$ cat config.mk
export PLATFORM = sky130hd
export DESIGN_NAME = cacheline_adaptor
export DESIGN_NICKNAME = d
export VERILOG_FILES = /design/src/rtl/cacheline_adaptor_pkg.sv /design/src/rtl/cacheline_adaptor.sv
export SDC_FILE = /design/constraint.sdc
export NUM_CORES = 1
export LEC_CHECK = 0
export ABC_AREA = 1
export CAP_MARGIN = 15
export CORE_MARGIN = 2
export CORE_UTILIZATION = 25
export DETAILED_ROUTE_END_ITERATION = 7
export PLACE_DENSITY = 0.54
export SLEW_MARGIN = 20
export SYNTH_ARGS = -nofsm -noshare
export SYNTH_HDL_FRONTEND = slang
export SYNTH_SLANG_ARGS = --single-unit
export TNS_END_PERCENT = 20
$ cat constraint.sdc
create_clock -name clk -period 43.6 [get_ports clk]
set_input_delay 8.72 -clock clk [delete_from_list [all_inputs] [get_ports clk]]
set_output_delay 8.72 -clock clk [all_outputs]
set_load 0.03 [all_outputs]
$ cat src/rtl/cacheline_adaptor_pkg.sv
// Shared line/beat types and burst geometry for the cache-side memory interface.
// Caches and the arbiter reuse these so every line port agrees on width.
package cacheline_adaptor_pkg;

    localparam int CL_LINE_WIDTH = 256;
    localparam int CL_BEAT_WIDTH = 64;
    localparam int CL_ADDR_WIDTH = 32;
    localparam int BURST_LEN     = CL_LINE_WIDTH / CL_BEAT_WIDTH;

    typedef logic [CL_LINE_WIDTH-1:0] cacheline_t;
    typedef logic [CL_BEAT_WIDTH-1:0] beat_t;

endpackage

$ cat src/rtl/cacheline_adaptor.sv
// Splits each 256-bit line read/write into a 4-beat 64-bit memory burst and
// reassembles read beats into a line, answering with a one-cycle line_resp.
module cacheline_adaptor
    import cacheline_adaptor_pkg::*;
#(
    parameter int LINE_WIDTH = CL_LINE_WIDTH,
    parameter int BEAT_WIDTH = CL_BEAT_WIDTH,
    parameter int ADDR_WIDTH = CL_ADDR_WIDTH
) (
    input  logic                  clk,
    input  logic                  rst,
    input  logic [ADDR_WIDTH-1:0] line_address,
    input  logic                  line_read,
    input  logic                  line_write,
    input  logic [LINE_WIDTH-1:0] line_wdata,
    output logic [LINE_WIDTH-1:0] line_rdata,
    output logic                  line_resp,
    output logic [ADDR_WIDTH-1:0] burst_address,
    output logic                  burst_read,
    output logic                  burst_write,
    output logic [BEAT_WIDTH-1:0] burst_wdata,
    input  logic [BEAT_WIDTH-1:0] burst_rdata,
    input  logic                  burst_resp
);

    localparam int NUM_BEATS   = LINE_WIDTH / BEAT_WIDTH;
    localparam int LINE_OFFSET = $clog2(LINE_WIDTH / 8);
    localparam int CNT_W       = $clog2(NUM_BEATS);

    localparam logic [CNT_W-1:0]      LAST_BEAT  = CNT_W'(NUM_BEATS - 1);
    localparam logic [ADDR_WIDTH-1:0] ALIGN_MASK = ~ADDR_WIDTH'((64'd1 << LINE_OFFSET) - 64'd1);

    typedef enum logic [2:0] {
        S_IDLE  = 3'd0,
        S_READ  = 3'd1,
        S_WRITE = 3'd2,
        S_DONE  = 3'd3,
        S_GAP   = 3'd4
    } state_e;

    state_e                state_q,         state_d;
    logic [CNT_W-1:0]      beat_cnt_q,      beat_cnt_d;
    logic [LINE_WIDTH-1:0] wline_q,         wline_d;
    logic [LINE_WIDTH-1:0] line_rdata_q,    line_rdata_d;
    logic                  line_resp_q,     line_resp_d;
    logic [ADDR_WIDTH-1:0] burst_address_q, burst_address_d;
    logic                  burst_read_q,    burst_read_d;
    logic                  burst_write_q,   burst_write_d;
    logic [BEAT_WIDTH-1:0] burst_wdata_q,   burst_wdata_d;
    logic [CNT_W-1:0]      next_cnt_s;

    // Next-state and next-output computation for the burst sequencer.
    always_comb begin
        state_d         = state_q;
        beat_cnt_d      = beat_cnt_q;
        wline_d         = wline_q;
        line_rdata_d    = line_rdata_q;
        line_resp_d     = 1'b0;
        burst_address_d = burst_address_q;
        burst_read_d    = burst_read_q;
        burst_write_d   = burst_write_q;
        burst_wdata_d   = burst_wdata_q;
        next_cnt_s      = beat_cnt_q + CNT_W'(1);

        case (state_q)
            S_IDLE: begin
                // Writeback wins so a dirty victim leaves before its refill.
                if (line_write) begin
                    state_d         = S_WRITE;
                    burst_address_d = line_address & ALIGN_MASK;
                    wline_d         = line_wdata;
                    beat_cnt_d      = {CNT_W{1'b0}};
                    burst_write_d   = 1'b1;
                    burst_wdata_d   = line_wdata[BEAT_WIDTH-1:0];
                end else if (line_read) begin
                    state_d         = S_READ;
                    burst_address_d = line_address & ALIGN_MASK;
                    beat_cnt_d      = {CNT_W{1'b0}};
                    burst_read_d    = 1'b1;
                end else begin
                    state_d = S_IDLE;
                end
            end
            S_READ: begin
                if (burst_resp) begin
                    line_rdata_d[int'(beat_cnt_q) * BEAT_WIDTH +: BEAT_WIDTH] = burst_rdata;
                    beat_cnt_d = next_cnt_s;
                    if (beat_cnt_q == LAST_BEAT) begin
                        state_d      = S_DONE;
                        burst_read_d = 1'b0;
                    end else begin
                        state_d = S_READ;
                    end
                end else begin
                    state_d = S_READ;
                end
            end
            S_WRITE: begin
                if (burst_resp) begin
                    beat_cnt_d = next_cnt_s;
                    if (beat_cnt_q == LAST_BEAT) begin
                        state_d       = S_DONE;
                        burst_write_d = 1'b0;
                    end else begin
                        state_d       = S_WRITE;
                        burst_wdata_d = wline_q[int'(next_cnt_s) * BEAT_WIDTH +: BEAT_WIDTH];
                    end
                end else begin
                    state_d = S_WRITE;
                end
            end
            S_DONE: begin
                line_resp_d = 1'b1;
                state_d     = S_GAP;
            end
            S_GAP: begin
                // Requests seen here belong to the transaction just answered.
                state_d = S_IDLE;
            end
            default: begin
                state_d       = S_IDLE;
                beat_cnt_d    = {CNT_W{1'b0}};
                burst_read_d  = 1'b0;
                burst_write_d = 1'b0;
            end
        endcase
    end

    // State and registered-output flops; reset discards any partial burst.
    always_ff @(posedge clk or posedge rst) begin
        if (rst) begin
            state_q         <= S_IDLE;
            beat_cnt_q      <= {CNT_W{1'b0}};
            wline_q         <= {LINE_WIDTH{1'b0}};
            line_rdata_q    <= {LINE_WIDTH{1'b0}};
            line_resp_q     <= 1'b0;
            burst_address_q <= {ADDR_WIDTH{1'b0}};
            burst_read_q    <= 1'b0;
            burst_write_q   <= 1'b0;
            burst_wdata_q   <= {BEAT_WIDTH{1'b0}};
        end else begin
            state_q         <= state_d;
            beat_cnt_q      <= beat_cnt_d;
            wline_q         <= wline_d;
            line_rdata_q    <= line_rdata_d;
            line_resp_q     <= line_resp_d;
            burst_address_q <= burst_address_d;
            burst_read_q    <= burst_read_d;
            burst_write_q   <= burst_write_d;
            burst_wdata_q   <= burst_wdata_d;
        end
    end

    assign line_rdata    = line_rdata_q;
    assign line_resp     = line_resp_q;
    assign burst_address = burst_address_q;
    assign burst_read    = burst_read_q;
    assign burst_write   = burst_write_q;
    assign burst_wdata   = burst_wdata_q;

endmodule

==> flow_summary.html, run 1 <==
<table>
<tr><th>Metric</th><th>Value</th></tr>
<tr><th colspan="2">Floorplan</th></tr>
<tr><td>Horizontal die dimension</td><td>336.7 um</td></tr>
<tr><td>Initial Util</td><td>25.12%</td></tr>
<tr><td>Num rows</td><td>122</td></tr>
<tr><td>Die height</td><td>336.7 um</td></tr>
<tr><td>Area of the core</td><td>0.1102 sq mm</td></tr>
<tr><td>Number of top-level pins</td><td>712</td></tr>
<tr><td>Overall die area</td><td>0.1134 sq mm</td></tr>
<tr><th colspan="2">STA</th></tr>
<tr><td>Time the final worst path needs with I/O delays and setup</td><td>12490 ps</td></tr>
<tr><td>Worst clock skew</td><td>44.58 ps</td></tr>
<tr><td>Max Clk Rate</td><td>80.08 MHz</td></tr>
<tr><td>Count of final hold-check violations</td><td>0</td></tr>
<tr><td>Setup repair after global routing missed its margin</td><td>no</td></tr>
<tr><td>Setup-failing EPs final</td><td>0</td></tr>
<tr><td>Worst-case hold slack</td><td>465.8 ps</td></tr>
<tr><td>Setup TNS after final layout</td><td>0 ps</td></tr>
<tr><td>Count of final max-slew check failures</td><td>0</td></tr>
<tr><td>Max_slew headroom</td><td>18.74%</td></tr>
<tr><td>Ratio of final minimum period to clock period</td><td>28.64%</td></tr>
<tr><td>Actual transition at the worst max-transition pin</td><td>1219 ps</td></tr>
<tr><th colspan="2">Placed design</th></tr>
<tr><td>Placed instance count</td><td>5501</td></tr>
<tr><td>Placer Congestion</td><td>0.8363</td></tr>
<tr><td>Estimated wirelength of the detail-placed design</td><td>71300 um</td></tr>
<tr><td>Number of port buffers</td><td>701</td></tr>
<tr><th colspan="2">Clocking</th></tr>
<tr><td>Cell chosen for the clock root</td><td>sky130_fd_sc_hd__clkbuf_16</td></tr>
<tr><td>Longest Clk Path Bufs</td><td>3</td></tr>
<tr><td>CTS clk-pin slew, worst paths</td><td>60 ps</td></tr>
<tr><td>CTS buffer count</td><td>75</td></tr>
<tr><td>H-tree depth</td><td>3</td></tr>
<tr><td># hold bufs at CTS</td><td>0</td></tr>
<tr><td>Clock tree sinks</td><td>611</td></tr>
<tr><td>Clock tree from TritonCTS</td><td>built</td></tr>
<tr><td>Skew-Pair Late Insertion Delay</td><td>670 ps</td></tr>
<tr><td>Number of resized instances in the post-cts repair step</td><td>0</td></tr>
<tr><td>Post-CTS repair timing setup buffer count</td><td>0</td></tr>
<tr><th colspan="2">Hold path</th></tr>
<tr><td>Number of cells traversed by the worst hold path</td><td>2</td></tr>
<tr><td>Worst hold-check path type</td><td>flip-flop to flip-flop</td></tr>
<tr><td>Hold Crit Endpoint</td><td>burst_address[17]$_DFFE_PP0P_</td></tr>
<tr><td>Hold path start</td><td>burst_address[17]$_DFFE_PP0P_</td></tr>
<tr><th colspan="2">Setup path</th></tr>
<tr><td>Kind of cell with the highest combined delay on the critical path</td><td>buffers and inverters</td></tr>
<tr><td>Max incr delay on CP</td><td>930 ps</td></tr>
<tr><td>Critical path peak fanout</td><td>250</td></tr>
<tr><td>Arrival time at the worst endpoint</td><td>13050 ps</td></tr>
<tr><td>R2r worst-path depth</td><td>9</td></tr>
<tr><td>Worst flop-to-flop path endpoint</td><td>wline_q[123]$_DFFE_PP0P_</td></tr>
<tr><td>Most common cell type on the critical path</td><td>sky130_fd_sc_hd__buf_4</td></tr>
<tr><td>Crit Path Category</td><td>primary input to flip-flop</td></tr>
<tr><td>Worst Setup End Kind</td><td>flip-flop</td></tr>
<tr><td>Slowest-stage cell, CP</td><td>sky130_fd_sc_hd__buf_4</td></tr>
<tr><td>R2R Path Start</td><td>state_q[1]$_DFF_PP0_</td></tr>
<tr><td>Worst-case register-to-register setup slack</td><td>39010 ps</td></tr>
<tr><td>Kind of launch point of the worst setup path</td><td>primary input</td></tr>
<tr><td>Cell Chain, Critical Path</td><td>clkdlybuf4s50_1 -&gt; inv_1 -&gt; nor2_4 -&gt; buf_4 -&gt; buf_4 -&gt; buf_4 -&gt; buf_12 -&gt; nand2_1 -&gt; o21ai_0</td></tr>
<tr><td>Launching instance or port of the critical path</td><td>line_write</td></tr>
<tr><td>Buffers and inverters on the worst path</td><td>6</td></tr>
<tr><td>Critical Path RT</td><td>44160 ps</td></tr>
<tr><th colspan="2">Global route</th></tr>
<tr><td>Overall overflow remaining after global route</td><td>0</td></tr>
<tr><td>GRT Resource Usage Total</td><td>19.02%</td></tr>
<tr><td>Maximum number of pins on one net before global-route repair</td><td>251</td></tr>
<tr><td>Via count of the first global-routing pass</td><td>24.70k</td></tr>
<tr><td>Number of antenna violations at the first check in global routing</td><td>31</td></tr>
<tr><td>Global-route wire length before repair</td><td>162900 um</td></tr>
<tr><th colspan="2">Detailed routing</th></tr>
<tr><td>Final wirelength</td><td>110900 um</td></tr>
<tr><td>Routed vias</td><td>25.38k</td></tr>
<tr><td>Remaining design rule violation count</td><td>0</td></tr>
<tr><td>Routed wirelength normalized by instance count</td><td>19.61 um</td></tr>
<tr><td>DRC violation total after the first TritonRoute iteration</td><td>1856</td></tr>
<tr><td>Antenna Violating Nets Remaining</td><td>0</td></tr>
<tr><td>Via density per instance</td><td>4.488</td></tr>
<tr><td>Detailed-routing iteration count for the pre-antenna-repair pass</td><td>5</td></tr>
<tr><th colspan="2">Layout</th></tr>
<tr><td>Register area</td><td>0.01529 sq mm</td></tr>
<tr><td>Multi-input gate area</td><td>0.01011 sq mm</td></tr>
<tr><td>Final Instance Count excl. Fillers</td><td>5655</td></tr>
<tr><td>Ratio of cells with drive above 1 in the final layout</td><td>4.553%</td></tr>
<tr><td>Area growth from synthesis to final layout</td><td>39.08%</td></tr>
<tr><td>Fillers</td><td>11.59k</td></tr>
<tr><td>Final Util</td><td>34.93%</td></tr>
<tr><td>Net count reported at finish</td><td>4453</td></tr>
<tr><th colspan="2">Pwr</th></tr>
<tr><td>Power density normalized to cell area</td><td>69.74 mW/mm^2</td></tr>
<tr><td>Maximum vdd ir drop</td><td>0.00003601 V</td></tr>
<tr><td>Tot Pwr</td><td>0.002685 W</td></tr>
<tr><td>Lkg Pwr</td><td>18.83 nW</td></tr>
<tr><th colspan="2">Run status</th></tr>
<tr><td>Status</td><td>finished clean</td></tr>
<tr><th colspan="2">Synth</th></tr>
<tr><td>Number of standard cells after synthesis</td><td>3519</td></tr>
<tr><td>Total number of yosys warnings</td><td>0</td></tr>
<tr><td>Sequential-to-total area share from yosys stat</td><td>55.24%</td></tr>
<tr><td>Combined area of all synthesized cells</td><td>0.02768 sq mm</td></tr>
<tr><td>Count of different cell masters after synthesis</td><td>27</td></tr>
<tr><td>Post-Synthesis Mean Instance Area</td><td>7.866 sq um</td></tr>
<tr><td>Flip-flop and latch count after synthesis</td><td>611</td></tr>
<tr><th colspan="2">Run</th></tr>
<tr><td>Number of violations of the max-capacitance limit</td><td>0</td></tr>
</table>
[final cells by class]
class	count	area share (%)
Tap cell	1488	4.836
Sequential cell	611	39.73
Clock inverter	30	1.245
Antenna cell	16	0.1040
Inverter	306	3.029
Timing Repair Buffer	734	18.97
Multi-Input combinational cell	2362	26.26
Clock buffer	108	5.827
[report_power, final]
part	switching, W	internal (W)
registers	0.0000757	0.000757
logic	0.000810	0.000357
clock network	0.000271	0.000415
total	0.00116	0.00153
[state kept, by name (all words and copies together), names as in the netlist]
signal and count:
burst_address 27, burst_read 1, line_resp 1, wline_q 256, beat_cnt_q 2, line_rdata 256, burst_write 1, state_q 3
burst_wdata 64
[metrics by stage]
step | instance area [sq um] | setup slack (ps)
after global placement | 35730 | 30620
final | 38500 | 31110
after global routing | 38480 | 30940
after floorplan | 27700 | 17770
after detailed placement | 35730 | 30660
after CTS | 38460 | 31350
[cell usage after synthesis, drive strengths merged]
cell type,n,area share [%]
o211ai,1,0.027
o21ai,362,6.5
clkbuf,81,1.1
inv,305,4.1
nor3,2,0.054
buf,163,3.2
nand3,353,6.4
dfrtp,611,55
conb,1,0.014
nor2,54,0.90
nand4,66,1.5
nand3b,1,0.027
ha,6,0.27
clkinv,1,0.014
nand2,1512,21
[worst min-delay path, stage by stage (launching register included)]
cell,delay [ps]
sky130_fd_sc_hd__dfrtp_1,340
sky130_fd_sc_hd__nand2_1,50
sky130_fd_sc_hd__nand2_1,40
[cells by family after synthesis]
group / count (synthesis) / share of synthesized area, %
buffers and inverters: 550 / 8.493
flip-flops: 611 / 55.24
AO/OA/AOI/OAI: 363 / 6.572
AND/OR/NAND/NOR: 1988 / 29.41
adder cells (fa/ha/maj): 6 / 0.2712
other: 1 / 0.01355
[placed cells by master (no fill, tap or decap), drive strengths merged]
| cell | synthesis | routed |
|---|---|---|
| nor3 | 2 | 2 |
| o211ai | 1 | 1 |
| conb | 1 | 5 |
| nand3 | 353 | 353 |
| clkinv | 1 | 20 |
| o21ai | 362 | 362 |
| nand2 | 1512 | 1512 |
| clkbuf | 81 | 108 |
| ha | 6 | 6 |
| clkinvlp | 0 | 2 |
| buf | 163 | 33 |
| bufinv | 0 | 9 |
| nand3b | 1 | 1 |
| nor2 | 54 | 54 |
| clkdlybuf4s50 | 0 | 701 |
| nand4 | 66 | 66 |
| dfrtp | 611 | 611 |
| inv | 305 | 305 |
| diode | 0 | 16 |
[routing by layer]
layer / track usage [%] / part of all wire, %
met5: 0 / 0.15
met4: 8.302 / 3.9
met3: 6.108 / 8.3
met2: 30.20 / 47
met1: 23.61 / 41
[how the worst max path moves through the flow]
| stage | end | slack [ps] | depth (start not counted) |
|---|---|---|---|
| finish | wline_q[123]$_DFFE_PP0P_ | 31110 | 9 |
| global route | wline_q[115]$_DFFE_PP0P_ | 30940 | 9 |
| CTS | wline_q[123]$_DFFE_PP0P_ | 31350 | 9 |
| detailed placement | wline_q[123]$_DFFE_PP0P_ | 30660 | 9 |
| global placement | wline_q[120]$_DFFE_PP0P_ | 30620 | 9 |
| floorplan | beat_cnt_q[0]$_DFFE_PP0P_ | 17770 | 1 |
No activity file was read; power rests on OpenSTA's default activity.
==> run 2, diff against run 1 <==
PLACE_DENSITY = 0.55   (was 0.54)
clock period = 10.8 ns   (was 43.6 ns; I/O delays follow)
==> flow_summary.html, run 2 (synthesis results as in run 1) <==
<table>
<tr><th>Metric</th><th>Value</th></tr>
<tr><th colspan="2">Clocking</th></tr>
<tr><td># hold bufs at CTS</td><td>0 (unchanged)</td></tr>
<tr><td>CTS clk-pin slew, worst paths</td><td>60 ps (about the same)</td></tr>
<tr><td>H-tree depth</td><td>3 (unchanged)</td></tr>
<tr><td>Skew-Pair Late Insertion Delay</td><td>640 ps (-30 ps)</td></tr>
<tr><td>Longest Clk Path Bufs</td><td>3 (unchanged)</td></tr>
<tr><td>Cell chosen for the clock root</td><td>sky130_fd_sc_hd__clkbuf_16</td></tr>
<tr><td>CTS buffer count</td><td>76 (+1.3%)</td></tr>
<tr><td>Post-CTS repair timing setup buffer count</td><td>0 (unchanged)</td></tr>
<tr><td>Number of resized instances in the post-cts repair step</td><td>0 (unchanged)</td></tr>
<tr><td>Clock tree from TritonCTS</td><td>built</td></tr>
<tr><td>Clock tree sinks</td><td>611 (unchanged)</td></tr>
<tr><th colspan="2">STA</th></tr>
<tr><td>Worst clock skew</td><td>33.15 ps (-11.43 ps)</td></tr>
<tr><td>Time the final worst path needs with I/O delays and setup</td><td>4773 ps</td></tr>
<tr><td>Count of final max-slew check failures</td><td>0 (unchanged)</td></tr>
<tr><td>Setup-failing EPs final</td><td>0 (unchanged)</td></tr>
<tr><td>Worst-case hold slack</td><td>468.8 ps (+3.047 ps)</td></tr>
<tr><td>Count of final hold-check violations</td><td>0 (unchanged)</td></tr>
<tr><td>Actual transition at the worst max-transition pin</td><td>1111 ps (-107.8 ps)</td></tr>
<tr><td>Setup TNS after final layout</td><td>0 ps (unchanged)</td></tr>
<tr><td>Max Clk Rate</td><td>209.5 MHz</td></tr>
<tr><td>Ratio of final minimum period to clock period</td><td>44.19%</td></tr>
<tr><td>Setup repair after global routing missed its margin</td><td>no</td></tr>
<tr><td>Max_slew headroom</td><td>25.93% (+7.2 points)</td></tr>
<tr><th colspan="2">Layout</th></tr>
<tr><td>Top library cells by usage in the layout, fill and taps aside</td><td>sky130_fd_sc_hd__nand2_1 (1510), sky130_fd_sc_hd__clkdlybuf4s50_1 (701), sky130_fd_sc_hd__dfrtp_1 (610), sky130_fd_sc_hd__nand3_1 (352), sky130_fd_sc_hd__o21ai_0 (324)</td></tr>
<tr><td>Register area</td><td>0.01529 sq mm (unchanged)</td></tr>
<tr><td>Net count reported at finish</td><td>4455 (+0.045%)</td></tr>
<tr><td>Ratio of cells with drive above 1 in the final layout</td><td>4.503% (-0.050 points)</td></tr>
<tr><td>Area growth from synthesis to final layout</td><td>39.23%</td></tr>
<tr><td>Commonest non-fill, non-tap cell in the layout</td><td>sky130_fd_sc_hd__nand2_1</td></tr>
<tr><td>Fillers</td><td>11.60k (+0.12%)</td></tr>
<tr><td>Multi-input gate area</td><td>0.01011 sq mm (unchanged)</td></tr>
<tr><th colspan="2">Floorplan</th></tr>
<tr><td>Initial Util</td><td>25.12% (unchanged)</td></tr>
<tr><td>Horizontal die dimension</td><td>336.7 um (unchanged)</td></tr>
<tr><td>Overall die area</td><td>0.1134 sq mm (unchanged)</td></tr>
<tr><td>Num rows</td><td>122 (unchanged)</td></tr>
<tr><td>Area of the core</td><td>0.1102 sq mm (unchanged)</td></tr>
<tr><td>Number of top-level pins</td><td>712 (unchanged)</td></tr>
<tr><td>Die height</td><td>336.7 um (unchanged)</td></tr>
<tr><th colspan="2">Setup path</th></tr>
<tr><td>Cell Chain, Critical Path</td><td>clkdlybuf4s50_1 -&gt; nand2_4 -&gt; nor2_8 -&gt; inv_2 -&gt; buf_4 -&gt; nand2_1 -&gt; o21ai_1</td></tr>
<tr><td>Arrival time at the worst endpoint</td><td>5330 ps (-7720 ps)</td></tr>
<tr><td>Critical Path RT</td><td>11360 ps (-32800 ps)</td></tr>
<tr><td>Worst Setup End Kind</td><td>flip-flop</td></tr>
<tr><td>Crit Path Category</td><td>primary input to flip-flop</td></tr>
<tr><td>Buffers and inverters on the worst path</td><td>3 (-3)</td></tr>
<tr><td>Kind of launch point of the worst setup path</td><td>primary input</td></tr>
<tr><td>Kind of cell with the highest combined delay on the critical path</td><td>buffers and inverters</td></tr>
<tr><td>Max incr delay on CP</td><td>690 ps (-240 ps)</td></tr>
<tr><td>Slowest-stage cell, CP</td><td>sky130_fd_sc_hd__inv_2</td></tr>
<tr><td>Critical path peak fanout</td><td>67 (-73%)</td></tr>
<tr><th colspan="2">Pwr</th></tr>
<tr><td>Lkg Pwr</td><td>18.85 nW (about the same)</td></tr>
<tr><td>Maximum vdd ir drop</td><td>0.0001799 V (+400%)</td></tr>
<tr><td>Power density normalized to cell area</td><td>281.6 mW/mm^2 (+300%)</td></tr>
<tr><th colspan="2">Detailed routing</th></tr>
<tr><td>Remaining design rule violation count</td><td>0 (unchanged)</td></tr>
<tr><td>Detailed-routing iteration count for the pre-antenna-repair pass</td><td>5 (unchanged)</td></tr>
<tr><td>Antenna Violating Nets Remaining</td><td>0 (unchanged)</td></tr>
<tr><td>Routed vias</td><td>25.33k (-0.19%)</td></tr>
<tr><td>Final wirelength</td><td>110400 um (-0.43%)</td></tr>
<tr><td>Via density per instance</td><td>4.481 (-0.17%)</td></tr>
<tr><td>DRC violation total after the first TritonRoute iteration</td><td>1930 (+4.0%)</td></tr>
<tr><td>Routed wirelength normalized by instance count</td><td>19.53 um (-0.42%)</td></tr>
<tr><th colspan="2">Placed design</th></tr>
<tr><td>Placer Congestion</td><td>0.8107 (-3.1%)</td></tr>
<tr><td>Number of port buffers</td><td>701 (unchanged)</td></tr>
<tr><td>Estimated wirelength of the detail-placed design</td><td>70310 um (-1.4%)</td></tr>
<tr><th colspan="2">Global route</th></tr>
<tr><td>Maximum number of pins on one net before global-route repair</td><td>278 (+11%)</td></tr>
<tr><td>Overall overflow remaining after global route</td><td>0 (unchanged)</td></tr>
<tr><td>Via count of the first global-routing pass</td><td>24.97k (+1.1%)</td></tr>
<tr><td>Number of antenna violations at the first check in global routing</td><td>27 (-13%)</td></tr>
<tr><td>Global-route wire length before repair</td><td>164200 um (+0.77%)</td></tr>
<tr><td>GRT Resource Usage Total</td><td>19.01% (about the same)</td></tr>
<tr><th colspan="2">Run status</th></tr>
<tr><td>Status</td><td>finished clean</td></tr>
<tr><th colspan="2">Hold path</th></tr>
<tr><td>Worst hold-check path type</td><td>flip-flop to flip-flop</td></tr>
<tr><th colspan="2">Run</th></tr>
<tr><td>Number of violations of the max-capacitance limit</td><td>0 (unchanged)</td></tr>
</table>
-- run 2: cell count changes in the layout (fill, tap and decap cells not counted), sizes merged --
cell    previous run  this run
diode             16        13
bufinv             9        11
clkinv            20        18
buf               33        34
inv              305       306
-- run 2: path summary, 6_finish.rpt --
check	depth (start not counted)	start	slack, ps	endpoint
worst max-delay path	7	burst_resp	6030	line_rdata[156]$_DFFE_PP0P_
worst min-delay path	2	burst_address[31]$_DFFE_PP0P_	470	burst_address[31]$_DFFE_PP0P_
worst max register to register	10	beat_cnt_q[0]$_DFFE_PP0P_	7100	burst_wdata[58]$_DFFE_PP0P_
worst min register to register	2	burst_address[31]$_DFFE_PP0P_	470	burst_address[31]$_DFFE_PP0P_
max in group asynchronous	6	rst	6730	line_rdata[204]$_DFFE_PP0P_
min in group asynchronous	2	rst	1780	burst_address[12]$_DFFE_PP0P_
-- run 2: per-stage QoR --
step                      std cells  util, %  instance area (sq um)  power (W)  setup WS [ps]
after floorplan                3523        -                  27700   0.006389          302.9
after global placement         5500    32.44                  35750   0.008112           5477
after detailed placement       5502    32.48                  35800   0.008157           5464
after CTS                      5641    34.94                  38510    0.01101           6153
after global routing           5653    34.97                  38540    0.01165           5845
final                          5654    34.97                  38540    0.01085           6027
-- run 2: layer usage --
metal	vias up	GRT usage (%)	wire (um)
met1	12170	23.59	44830
met2	776	30.84	52310
met4	22	7.399	3872
li1	12160	-	-
met5	-	0	150
met3	199	5.849	9241
-- run 2: area by class of cell --
class,count,share of cell area (%)
repair buffers,735,19.12
well taps,1488,4.831
clock buffers,108,5.746
inverters,306,3.019
clock inverters,31,1.286
multi-input cells,2362,26.24
diodes,13,0.08441
flip-flops and latches,611,39.68
-- run 2: power by group --
group	internal (W)	leakage (nW)	switching, W	total [W]
Combinational	0.00144	9.58	0.00326	0.00471
Sequential	0.00306	7.94	0.000305	0.00336
Clock	0.00170	1.33	0.00108	0.00278
-- run 2: worst register-to-register path, delay by kind of cell (launching register included) --
family        cells  cell delay, ps
fa+ha+maj         1             480
buf+inv           3            1570
flops             1             720
simple gates      6             850
==> run 3, diff against run 2 <==
clock period = 4.3 ns   (was 10.8 ns; I/O delays follow)
==> flow_summary.html, run 3 (synthesis results as in run 1) <==
<table>
<tr><th>Metric</th><th>Value</th></tr>
<tr><th colspan="2">Setup path</th></tr>
<tr><td>Kind of cell with the highest combined delay on the critical path</td><td>buffers and inverters</td></tr>
<tr><td>Arrival time at the worst endpoint</td><td>1890 ps (-3440 ps)</td></tr>
<tr><td>Buffers and inverters on the worst path</td><td>1 (-2)</td></tr>
<tr><td>R2R Path Start</td><td>beat_cnt_q[0]$_DFFE_PP0P_</td></tr>
<tr><td>Worst flop-to-flop path endpoint</td><td>line_rdata[28]$_DFFE_PP0P_</td></tr>
<tr><td>Critical path peak fanout</td><td>2 (-97%)</td></tr>
<tr><td>Kind of launch point of the worst setup path</td><td>flip-flop</td></tr>
<tr><td>Cell Chain, Critical Path</td><td>clkdlybuf4s50_1</td></tr>
<tr><td>Crit Path Category</td><td>flip-flop to primary output</td></tr>
<tr><td>Max incr delay on CP</td><td>910 ps (+220 ps)</td></tr>
<tr><td>Critical Path RT</td><td>3440 ps (-7920 ps)</td></tr>
<tr><td>R2r worst-path depth</td><td>7 (-3)</td></tr>
<tr><td>Worst Setup End Kind</td><td>primary output</td></tr>
<tr><td>Slowest-stage cell, CP</td><td>sky130_fd_sc_hd__clkdlybuf4s50_1</td></tr>
<tr><td>Worst-case register-to-register setup slack</td><td>1630 ps (-5470 ps)</td></tr>
<tr><th colspan="2">Clocking</th></tr>
<tr><td>Longest Clk Path Bufs</td><td>3 (unchanged)</td></tr>
<tr><td>CTS buffer count</td><td>74 (-2.6%)</td></tr>
<tr><td>H-tree depth</td><td>3 (unchanged)</td></tr>
<tr><td>CTS clk-pin slew, worst paths</td><td>60 ps (about the same)</td></tr>
<tr><td>Skew-Pair Late Insertion Delay</td><td>650 ps (about the same)</td></tr>
<tr><td>Cell chosen for the clock root</td><td>sky130_fd_sc_hd__clkbuf_16</td></tr>
<tr><td>Clock tree sinks</td><td>611 (unchanged)</td></tr>
<tr><td>Number of resized instances in the post-cts repair step</td><td>0 (unchanged)</td></tr>
<tr><td># hold bufs at CTS</td><td>0 (unchanged)</td></tr>
<tr><td>Clock tree from TritonCTS</td><td>built</td></tr>
<tr><td>Post-CTS repair timing setup buffer count</td><td>0 (unchanged)</td></tr>
<tr><th colspan="2">Run</th></tr>
<tr><td>Number of violations of the max-capacitance limit</td><td>0 (unchanged)</td></tr>
<tr><th colspan="2">Layout</th></tr>
<tr><td>Top library cells by usage in the layout, fill and taps aside</td><td>sky130_fd_sc_hd__nand2_1 (1510), sky130_fd_sc_hd__clkdlybuf4s50_1 (701), sky130_fd_sc_hd__dfrtp_1 (610), sky130_fd_sc_hd__nand3_1 (352), sky130_fd_sc_hd__o21ai_0 (324)</td></tr>
<tr><td>Commonest non-fill, non-tap cell in the layout</td><td>sky130_fd_sc_hd__nand2_1</td></tr>
<tr><td>Net count reported at finish</td><td>4478 (+0.52%)</td></tr>
<tr><td>Final Util</td><td>34.90% (-0.066 points)</td></tr>
<tr><td>Area growth from synthesis to final layout</td><td>38.97%</td></tr>
<tr><td>Ratio of cells with drive above 1 in the final layout</td><td>4.677% (+0.17 points)</td></tr>
<tr><th colspan="2">STA</th></tr>
<tr><td>Time the final worst path needs with I/O delays and setup</td><td>2753 ps</td></tr>
<tr><td>Count of final max-slew check failures</td><td>0 (unchanged)</td></tr>
<tr><td>Actual transition at the worst max-transition pin</td><td>1046 ps (-64.77 ps)</td></tr>
<tr><td>Crit path setup slack, layout</td><td>1547 ps (-4480 ps)</td></tr>
<tr><td>Setup TNS after final layout</td><td>0 ps (unchanged)</td></tr>
<tr><td>Max_slew headroom</td><td>30.25% (+4.3 points)</td></tr>
<tr><td>Max Clk Rate</td><td>363.3 MHz</td></tr>
<tr><td>Count of final hold-check violations</td><td>0 (unchanged)</td></tr>
<tr><td>Setup-failing EPs final</td><td>0 (unchanged)</td></tr>
<tr><td>Worst clock skew</td><td>24.83 ps (-8.313 ps)</td></tr>
<tr><td>Setup repair after global routing missed its margin</td><td>no</td></tr>
<tr><td>Worst-case hold slack</td><td>467.6 ps (-1.232 ps)</td></tr>
<tr><td>Ratio of final minimum period to clock period</td><td>64.02%</td></tr>
<tr><th colspan="2">Global route</th></tr>
<tr><td>Maximum number of pins on one net before global-route repair</td><td>143 (-49%)</td></tr>
<tr><td>GR Util met3</td><td>5.671% (-0.18 points)</td></tr>
<tr><td>Number of antenna violations at the first check in global routing</td><td>22 (-19%)</td></tr>
<tr><td>GRT Resource Usage Total</td><td>18.88% (-0.14 points)</td></tr>
<tr><td>Global-route wire length before repair</td><td>163000 um (-0.71%)</td></tr>
<tr><td>Global routing met1 resource utilization</td><td>23.59% (about the same)</td></tr>
<tr><td>Gr busiest metal</td><td>met2</td></tr>
<tr><td>Via count of the first global-routing pass</td><td>25.12k (+0.62%)</td></tr>
<tr><td>Met2 Usage GRT</td><td>30.42% (-0.42 points)</td></tr>
<tr><td>Overall overflow remaining after global route</td><td>0 (unchanged)</td></tr>
<tr><th colspan="2">Floorplan</th></tr>
<tr><td>Area of the core</td><td>0.1102 sq mm (unchanged)</td></tr>
<tr><td>Num rows</td><td>122 (unchanged)</td></tr>
<tr><td>Number of top-level pins</td><td>712 (unchanged)</td></tr>
<tr><td>Initial Util</td><td>25.12% (unchanged)</td></tr>
<tr><td>Overall die area</td><td>0.1134 sq mm (unchanged)</td></tr>
<tr><td>Die height</td><td>336.7 um (unchanged)</td></tr>
<tr><td>Horizontal die dimension</td><td>336.7 um (unchanged)</td></tr>
<tr><th colspan="2">Placed design</th></tr>
<tr><td>Placer Congestion</td><td>0.8295 (+2.3%)</td></tr>
<tr><td>Estimated wirelength of the detail-placed design</td><td>72350 um (+2.9%)</td></tr>
<tr><td>Number of port buffers</td><td>701 (unchanged)</td></tr>
<tr><td>Worst slack after detailed placement</td><td>1329 ps (-4135 ps)</td></tr>
<tr><th colspan="2">Pwr</th></tr>
<tr><td>Switch share</td><td>43.48% (+0.62 points)</td></tr>
<tr><td>Design internal power</td><td>0.01506 W (+140%)</td></tr>
<tr><td>Proportion of power drawn by flip-flops and latches</td><td>31.5% (+0.5 points)</td></tr>
<tr><td>Tot Pwr</td><td>0.02664 W (+150%)</td></tr>
<tr><td>Power dissipated by switching net loads</td><td>0.01158 W (+150%)</td></tr>
<tr><td>Fraction of power consumed by combinational cells</td><td>45.1% (+1.7 points)</td></tr>
<tr><td>Lkg Pwr</td><td>18.82 nW (-0.14%)</td></tr>
<tr><td>Relative contribution of the clock network to total power</td><td>23.4% (-2.3 points)</td></tr>
<tr><td>Power density normalized to cell area</td><td>692.6 mW/mm^2 (+150%)</td></tr>
<tr><td>Maximum vdd ir drop</td><td>0.0005021 V (+180%)</td></tr>
<tr><th colspan="2">Detailed routing</th></tr>
<tr><td>Detailed-routing iteration count for the pre-antenna-repair pass</td><td>5 (unchanged)</td></tr>
<tr><td>Final wirelength</td><td>109600 um (-0.70%)</td></tr>
<tr><td>Remaining design rule violation count</td><td>0 (unchanged)</td></tr>
<tr><td>DRC violation total after the first TritonRoute iteration</td><td>1806 (-6.4%)</td></tr>
<tr><td>Routed wirelength normalized by instance count</td><td>19.33 um (-1.0%)</td></tr>
<tr><td>Via density per instance</td><td>4.477 (about the same)</td></tr>
<tr><td>Routed vias</td><td>25.39k (+0.21%)</td></tr>
<tr><td>Antenna Violating Nets Remaining</td><td>0 (unchanged)</td></tr>
<tr><th colspan="2">Hold path</th></tr>
<tr><td>Worst hold-check path type</td><td>flip-flop to flip-flop</td></tr>
<tr><td>Hold path start</td><td>burst_address[17]$_DFFE_PP0P_</td></tr>
<tr><td>Number of cells traversed by the worst hold path</td><td>2 (unchanged)</td></tr>
<tr><td>Hold Crit Endpoint</td><td>burst_address[17]$_DFFE_PP0P_</td></tr>
<tr><th colspan="2">Run status</th></tr>
<tr><td>Status</td><td>finished clean</td></tr>
</table>
-- run 3: cell types whose count changed in the layout (fill, tap and decap cells not counted), moves of 2 or more --
cell	delta
sky130_fd_sc_hd__clkbuf_8	-2
sky130_fd_sc_hd__clkinv_2	-5
sky130_fd_sc_hd__inv_2	+2
sky130_fd_sc_hd__buf_4	+17
sky130_fd_sc_hd__buf_12	+9
sky130_fd_sc_hd__bufinv_16	-8
sky130_fd_sc_hd__clkbuf_1	+8
sky130_fd_sc_hd__clkbuf_16	-4
-- run 3: worst max-delay path by stage --
stage | cells after the start | slack, ps | from | end
finish | 1 | 1550 | burst_write$_DFFE_PP0P_ | burst_write
global route | 1 | 1440 | burst_write$_DFFE_PP0P_ | burst_write
CTS | 1 | 1430 | burst_write$_DFFE_PP0P_ | burst_write
detailed placement | 7 | 1330 | burst_resp | line_rdata[116]$_DFFE_PP0P_
global placement | 7 | 1330 | burst_resp | line_rdata[122]$_DFFE_PP0P_
floorplan | 1 | -4900 | rst | beat_cnt_q[0]$_DFFE_PP0P_
-- run 3: area by class of cell --
class / count / area, sq um
diodes: 14 / 35.03
clock buffers: 110 / 2117
clock inverters: 20 / 240.2
fillers: 11560 / 71740
inverters: 306 / 1161
multi-input cells: 2362 / 10110
flip-flops and latches: 611 / 15290
well taps: 1488 / 1862
repair buffers: 760 / 7647
-- run 3: metal layers --
layer | wire, um | part of all wire (%)
met3 | 8759 | 8.0
met2 | 51510 | 47
met4 | 4217 | 3.8
met1 | 45050 | 41
met5 | 101 | 0.092
-- run 3: power groups by stage --
stage	sequential [W]	combinational, W	clock, W
floorplan	0.00977	0.00628	0
global placement	0.00844	0.0121	0
detailed placement	0.00847	0.0121	0
CTS	0.00839	0.0122	0.00643
global route	0.00858	0.0134	0.00666
finish	0.00839	0.0120	0.00623
-- run 3: per-stage QoR --
stage / instance area (sq um) / std cells
final: 38470 / 5671
after global routing: 38460 / 5668
after CTS: 38430 / 5657
after detailed placement: 36070 / 5527
after global placement: 36070 / 5527
after floorplan: 27700 / 3523
